$ cat src/rtl/time_controller_pkg.sv
// -----------------------------------------------------------------------------
// time_controller_pkg
// Shared types for the timeline controller: the command opcode encoding and
// the controller state encoding.
// -----------------------------------------------------------------------------
package time_controller_pkg;

    // Command opcodes carried on cmd_op. Encodings 6 and 7 are illegal.
    typedef enum logic [2:0] {
        OP_NOP    = 3'd0,
        OP_LOAD   = 3'd1,
        OP_START  = 3'd2,
        OP_PAUSE  = 3'd3,
        OP_RESUME = 3'd4,
        OP_CLEAR  = 3'd5
    } op_e;

    // Timeline controller states.
    typedef enum logic [1:0] {
        ST_IDLE    = 2'd0,
        ST_ARMED   = 2'd1,
        ST_RUNNING = 2'd2,
        ST_PAUSED  = 2'd3
    } state_e;

endpackage : time_controller_pkg

$ cat src/rtl/time_controller.sv
// -----------------------------------------------------------------------------
// time_controller
// Master timeline for a bank of DAC controllers. A command interface loads the
// timeline, arms a delayed start, pauses/resumes and clears it. When an armed
// start delay expires the block emits a one-cycle auto_start pulse and the
// timeline counter begins incrementing on the following edge.
//
// Ports
//   clk        : sole clock, rising edge
//   reset      : asynchronous, active-high reset
//   cmd_valid  : command present on cmd_op/cmd_data
//   cmd_op     : opcode (see time_controller_pkg::op_e)
//   cmd_data   : LOAD value or START delay
//   cmd_ready  : always 1, every valid command is consumed at the edge
//   counter    : timeline value fanned out to every DAC controller
//   auto_start : one-cycle pulse when the timeline starts
//   running    : state is RUNNING
//   armed      : state is ARMED
//   wrapped    : sticky, the timeline counter rolled over to zero
//   cmd_error  : sticky, an illegal or out-of-state command was seen
// -----------------------------------------------------------------------------
module time_controller
    import time_controller_pkg::*;
#(
    parameter int COUNTER_WIDTH = 64,
    parameter int DELAY_WIDTH   = 32
) (
    input  logic                     clk,
    input  logic                     reset,
    input  logic                     cmd_valid,
    input  logic [2:0]               cmd_op,
    input  logic [63:0]              cmd_data,
    output logic                     cmd_ready,
    output logic [COUNTER_WIDTH-1:0] counter,
    output logic                     auto_start,
    output logic                     running,
    output logic                     armed,
    output logic                     wrapped,
    output logic                     cmd_error
);

    state_e                   state_q,      state_d;
    logic [COUNTER_WIDTH-1:0] counter_q,    counter_d;
    logic [DELAY_WIDTH-1:0]   delay_q,      delay_d;
    logic                     auto_start_q, auto_start_d;
    logic                     wrapped_q,    wrapped_d;
    logic                     cmd_error_q,  cmd_error_d;

    op_e  op_w;
    logic load_ok_w;
    logic unused_cmd_data;

    assign op_w      = op_e'(cmd_op);
    // LOAD and START are only meaningful while the timeline is stopped.
    assign load_ok_w = (state_q == ST_IDLE) || (state_q == ST_PAUSED);

    // Only the low bits of cmd_data are consumed for narrow configurations.
    assign unused_cmd_data = ^cmd_data;

    always_comb begin
        state_d      = state_q;
        counter_d    = counter_q;
        delay_d      = delay_q;
        auto_start_d = 1'b0;
        wrapped_d    = wrapped_q;
        cmd_error_d  = cmd_error_q;

        // Autonomous progress of the timeline, independent of commands.
        case (state_q)
            ST_ARMED: begin
                if (delay_q == '0) begin
                    state_d      = ST_RUNNING;
                    auto_start_d = 1'b1;
                end else begin
                    delay_d = delay_q - DELAY_WIDTH'(1);
                end
            end
            ST_RUNNING: begin
                counter_d = counter_q + COUNTER_WIDTH'(1);
                if (&counter_q) begin
                    wrapped_d = 1'b1;
                end
            end
            default: ;
        endcase

        // Commands are judged against the current state, so a command that
        // lands on the ARMED->RUNNING edge is treated as arriving in ARMED.
        // A rejected command only raises cmd_error; the autonomous update
        // above still takes effect.
        if (cmd_valid) begin
            case (op_w)
                OP_NOP: ;
                OP_LOAD: begin
                    if (load_ok_w) begin
                        counter_d = cmd_data[COUNTER_WIDTH-1:0];
                    end else begin
                        cmd_error_d = 1'b1;
                    end
                end
                OP_START: begin
                    if (load_ok_w) begin
                        state_d = ST_ARMED;
                        delay_d = cmd_data[DELAY_WIDTH-1:0];
                    end else begin
                        cmd_error_d = 1'b1;
                    end
                end
                OP_PAUSE: begin
                    // The increment computed above is kept, so the counter
                    // freezes at its post-edge value.
                    if (state_q == ST_RUNNING) begin
                        state_d = ST_PAUSED;
                    end else begin
                        cmd_error_d = 1'b1;
                    end
                end
                OP_RESUME: begin
                    if (state_q == ST_PAUSED) begin
                        state_d = ST_RUNNING;
                    end else begin
                        cmd_error_d = 1'b1;
                    end
                end
                OP_CLEAR: begin
                    // Also aborts a pending start: auto_start is forced low.
                    state_d      = ST_IDLE;
                    counter_d    = '0;
                    delay_d      = '0;
                    auto_start_d = 1'b0;
                    wrapped_d    = 1'b0;
                    cmd_error_d  = 1'b0;
                end
                default: cmd_error_d = 1'b1;
            endcase
        end
    end

    always_ff @(posedge clk or posedge reset) begin
        if (reset) begin
            state_q      <= ST_IDLE;
            counter_q    <= '0;
            delay_q      <= '0;
            auto_start_q <= 1'b0;
            wrapped_q    <= 1'b0;
            cmd_error_q  <= 1'b0;
        end else begin
            state_q      <= state_d;
            counter_q    <= counter_d;
            delay_q      <= delay_d;
            auto_start_q <= auto_start_d;
            wrapped_q    <= wrapped_d;
            cmd_error_q  <= cmd_error_d;
        end
    end

    assign cmd_ready  = 1'b1;
    assign counter    = counter_q;
    assign auto_start = auto_start_q;
    assign running    = (state_q == ST_RUNNING);
    assign armed      = (state_q == ST_ARMED);
    assign wrapped    = wrapped_q;
    assign cmd_error  = cmd_error_q;

endmodule : time_controller

$ cat config.mk
export PLATFORM = sky130hd
export DESIGN_NAME = time_controller
export DESIGN_NICKNAME = d
export VERILOG_FILES = /design/src/rtl/time_controller_pkg.sv /design/src/rtl/time_controller.sv
export SDC_FILE = /design/constraint.sdc
export NUM_CORES = 1
export LEC_CHECK = 0
export ABC_AREA = 1
export CAP_MARGIN = 20
export CORE_MARGIN = 2
export CORE_UTILIZATION = 52
export CTS_CLUSTER_DIAMETER = 60
export DETAILED_ROUTE_END_ITERATION = 7
export PLACE_DENSITY = 0.79
export RECOVER_POWER = 25
export SETUP_SLACK_MARGIN = 0.2
export SLEW_MARGIN = 20
export SYNTH_ARGS = -nofsm -noshare
export SYNTH_HDL_FRONTEND = slang
export SYNTH_SLANG_ARGS = --single-unit
$ cat constraint.sdc
create_clock -name clk -period 4.7 [get_ports clk]
set_input_delay 1.41 -clock clk [delete_from_list [all_inputs] [get_ports clk]]
set_output_delay 1.41 -clock clk [all_outputs]
set_load 0.01 [all_outputs]
After elaboration in Yosys (flattened, before gate mapping) --
Index checks and enable logic that the tools add are counted.
Storage, ports and cells: output and inout bits 70, flip-flop bits (word level) 101
Cells by class: reduce and logical (&&, ||, !) cells 7, bitwise gates (word level) 1, equality and inequality tests 11, mux-type cells 28, $add $sub $neg 2
Operators with widths (count):
- $mux 64 | 3
- $mux 32 | 4
- $pmux 64 s2 | 1
- $add 64x1->64 const B | 1
- $pmux 32 s2 | 1
- $reduce_and 64->1 | 1
- $logic_not 32->1 | 1
- $sub 32x1->32 const B | 1
- $mux 2 | 6
- $mux 1 | 11
- $pmux 2 s4 | 1
- $eq 3x2->1 const B | 2
- $eq 3x3->1 const B | 2
- $ne 2x2->1 const B | 3
- $pmux 1 s5 | 1
- $reduce_and 5->1 | 1
- $eq 2x2->1 const B | 2
- $eq 3x1->1 const B | 1
- $logic_not 3->1 | 1
- $eq 2x1->1 const B | 1
- $logic_not 2->1 | 1
- $reduce_or 2->1 | 1
- $logic_or 1x1->1 | 1
- $not 1->1 | 1

Depth between registers and ports, before layout --
depth after elaboration 6, depth in mapped cells 14

Worst setup path before layout --
No wires, ideal clock.
path kind input -> register, start input port cmd_op[2], end register delay_q[15], arrival 2.532 ns, stages 10, path buffers 2, library setup time 0.131 ns, slack 2.037 ns, cell sequence buf_2 -> nor2_1 -> nand2_1 -> nor2_4 -> inv_2 -> nand2_1 -> o21ai_2 -> buf_2 -> nand2_1 -> o21ai_0
Between the ends: cells in the longest elaborated chain, start to end 3
Ends and longest elaborated chain:
- from (decl) | line time_controller.sv:31 | input logic [2:0] cmd_op,
- $eq 3x3->1 / $eq 3x2->1 (equally long branches) | line time_controller.sv:92 | case (op_w)
- $pmux 32 s2 (*) | line time_controller.sv:92
- $mux 32 (*) | line time_controller.sv:91 | if (cmd_valid) begin
- named net delay_d[15] | line time_controller.sv:44 | logic [DELAY_WIDTH-1:0] delay_q, delay_d;
- to (signal assigned) | line time_controller.sv:150 | delay_q <= delay_d;
- to (decl) | line time_controller.sv:44
The timed path passes the listed nets; every way through them passes the cells marked *. A chain may end at the register's enable or synchronous reset.

Final worst setup path --
start input port cmd_op[0], end register state_q[1]
Between the ends: cells in the longest elaborated chain, start to end 3
Ends and longest elaborated chain:
- $eq 3x3->1 / $eq 3x2->1 (equally long branches) | line time_controller.sv:92
- $pmux 2 s4 (*) | line time_controller.sv:92
- $mux 2 (*) | line time_controller.sv:91
- named net state_d[1] | line time_controller.sv:42 | state_e state_q, state_d;
- to (signal assigned) | line time_controller.sv:148 | state_q <= state_d;
- to (decl) | line time_controller.sv:42
Marks and branches as above.

==> impl_metrics.yaml <==
timing:
  period_share: 0.7474
  slew_viol_final: 50
  layout_min_cycle_time_ns: 3.513
  rsz0062_at_grt: "false"
  relSlewSlack: -0.6009
  fin_tns_setup_ns: 0
  max_freq_ghz: 0.2847
  skew_ns: 0.01286
  finalHoldViolCount: 0
  finalSetupViolations: 0
  worst_pin_slew_ns: 2.388
grt:
  grt_pass1_wl_um: 42000
  grt_usage: 0.3268
  grt_pass1_vias: 8205
  antenna_found_initial: 0
  grt_max_degree: 61
  grt_overflow: 0
logic_synthesis:
  syn_nets: 1337
  synth.avg_cell_area_um2: 6.331
  synth_area_um2: 7984
  synth_top_flop_cell: "dfrtp_1"
  synth_edf_count: 0
  yosys_warnings: 0
  synth_xor_area_frac: 0.06034
  ys_ff_latch: 101
  synthMuxAreaShare: 0
  yosys.area_share.adder: 0.009403
  yosysTopAreaCell: "dfrtp_1"
  synth_simple_gate_area_frac: 0.4043
  async_flop_share: 1.000
  synth_top_family_by_area: "simple AND/OR/NAND/NOR gates"
  synth_compound_area_frac: 0.1116
  syn_inst: 1261
  yosysTopAreaCellShare: 0.3166
  synth_cell_types: 46
  yosys-top-cells-area: "dfrtp_1, nand2_1, nor2_1, inv_1, nand3_1"
  ys_seq_area_frac: 0.3166
floorplanning:
  die_area_um2: 16360
  chipWidth_um: 127.9
  std_cell_rows: 45
  io_pins: 140
  coreArea_um2: 15090
  dieHeight_um: 127.9
  initial_core_util: 0.5291
worst_setup_path:
  slowest_stage: "clkdlybuf4s50_1"
  worstReg2RegEnd: "counter[59]$_DFF_PP0_"
  rr_worst_depth: 13
  path_class: "in2reg"
  reg2reg_from: "state_q[0]$_DFF_PP0_"
  critical_path.max_stage_delay_ns: 0.49
  end_kind: "flip-flop"
  crit_start: "cmd_op[0]"
  critPathMostFrequentCell: "inv_2"
  r2r_slack_ns: 2.20
  crit_path_max_fanout: 15
  required_ns: 4.94
  startpoint_type: "input pin"
  arrival_ns: 3.75
  endpoint: "state_q[1]$_DFF_PP0_"
  path_cells: "clkdlybuf4s50_1, inv_2, nor2_2, inv_2, nor2_8, inv_2, nor2_1, inv_1, nand2_1, o21ai_2, a22o_1"
finish:
  drive_gt1_frac: 0.05199
  layout_common_cells: "nand2_1, nor2_1, inv_1"
  layout_commonest_cell: "nand2_1"
  syn_to_final_growth_pct: 22.96
  fillers: 1437
  antennaDiodeCount: 0
  nets: 1457
run_status:
  violations: "capacitance limit, slew limit"
  status: "complete, but fails checks"
detailed_routing:
  vias_per_cell: 5.541
  ant_nets: 0
  dr.pass1.iters: 6
  drt-total-wl_um: 26460
  drcViolationCount: 0
  wl_per_cell_um: 16.82
  routed-via-count: 8716
  drt-initial-drc-count: 714
clock_network:
  cts_resized: 0
  clockBufferDepth: 2
  clkLatencyLatePin_ns: 0.36
  numCtsBuffers: 9
  clkTransAtPathRegs_ns: 0.07
  postCtsSetupBuffers: 0
  hold_buffers: 0
  cts_root_buf: "clkbuf_16"
  clock_sinks: 101
  cts_tree: "yes"
  htree_levels: 3
power_and_ir_drop:
  powerDensity_nw_per_um2: 363.3
  p_leak_uw: 0.004354
  peakVddDrop_mv: 0.1853
  power_uw: 3567
place:
  portBuffers: 138
  gp_congestion: 0.9325
  hpwl_um: 20300
job:
  max-cap-violations: 1
hold_path:
  worstHoldPathType: "reg2reg"
==> report_power, final <==
group,total (uW),leakage [uW],switching [uW],internal (uW)
registers,1370,0.00131,299,1070
clock network,813,0.000152,348,464
logic,1390,0.00289,805,581
==> cells in the mapped netlist, drive strengths merged, types with 2 or more instances <==
| cell type | n |
|---|---|
| o21ai | 102 |
| o22ai | 13 |
| nand4 | 27 |
| a21oi | 32 |
| nand2 | 345 |
| dfrtp | 101 |
| buf | 18 |
| a31oi | 3 |
| xor2 | 41 |
| inv | 159 |
| xnor2 | 14 |
| nor2 | 204 |
| ha | 6 |
| o211ai | 3 |
| and2 | 2 |
| nand3 | 99 |
| o21bai | 4 |
| nor3 | 35 |
| nand3b | 7 |
| nor4 | 8 |
| or2 | 11 |
| clkbuf | 18 |
==> logic make-up after synthesis <==
family / Yosys count
buffers and inverters: 196
other: 1
XOR/XNOR: 55
AND/OR/NAND/NOR: 739
flip-flops: 101
adder cells (fa/ha/maj): 6
AO/OA/AOI/OAI: 163
==> per-layer routing <==
layer	track usage	vias to the layer above	share of wire
li1	-	4281	-
met1	0.4212	4008	0.41
met2	0.5634	357	0.49
met3	0.03255	70	0.062
met4	0.1364	0	0.037
met5	0	-	0
==> metrics by stage <==
| step | util | worst slack, ns | std cells | cell area [um2] | hold slack, ns |
|---|---|---|---|---|---|
| detailed placement | 0.6300 | 0.8383 | 1558 | 9507 | 0.5616 |
| global route | 0.6506 | 0.9732 | 1573 | 9817 | 0.6015 |
| floorplan | - | 0.6429 | 1261 | 7984 | 0.5288 |
| finish | 0.6506 | 1.187 | 1573 | 9817 | 0.5587 |
| CTS | 0.6507 | 1.197 | 1573 | 9818 | 0.5772 |
| global placement | 0.6300 | 0.9068 | 1558 | 9507 | 0.5731 |
==> critical path: cells and delay by family <==
| family | cells | cell delay [ns] |
|---|---|---|
| buffers and inverters | 5 | 0.85 |
| and+or+nand+nor | 4 | 0.89 |
| AOI/OAI and AO/OA | 2 | 0.58 |
==> registers in the layout (all words and copies together) (netlist names) <==
register,flops
auto_start,1
cmd_error,1
counter,64
delay_q,32
state_q,2
wrapped,1
==> cell type report <==
type | instances | area, um2 | area share
timing repair buffer | 145 | 1459 | 0.1486
clock inverter | 6 | 86.33 | 0.008794
clock buffer | 9 | 225.2 | 0.02294
tap | 188 | 235.2 | 0.02396
sequential | 101 | 2527 | 0.2575
multi-input combinational | 964 | 4682 | 0.4769
inverter | 160 | 601.8 | 0.06131
==> worst min-delay path by stage <==
stage                                startpoint  slack [ns]                    end  cells after the start
after floorplan               wrapped$_DFF_PP0_        0.53      wrapped$_DFF_PP0_                      2
after global placement    cmd_error$_DFFE_PP0P_        0.57  cmd_error$_DFFE_PP0P_                      2
after detailed placement  cmd_error$_DFFE_PP0P_        0.56  cmd_error$_DFFE_PP0P_                      2
after CTS                 cmd_error$_DFFE_PP0P_        0.58  cmd_error$_DFFE_PP0P_                      2
after global routing      cmd_error$_DFFE_PP0P_        0.60  cmd_error$_DFFE_PP0P_                      2
final                     cmd_error$_DFFE_PP0P_        0.56  cmd_error$_DFFE_PP0P_                      2
(Power assumes the default switching activity.)
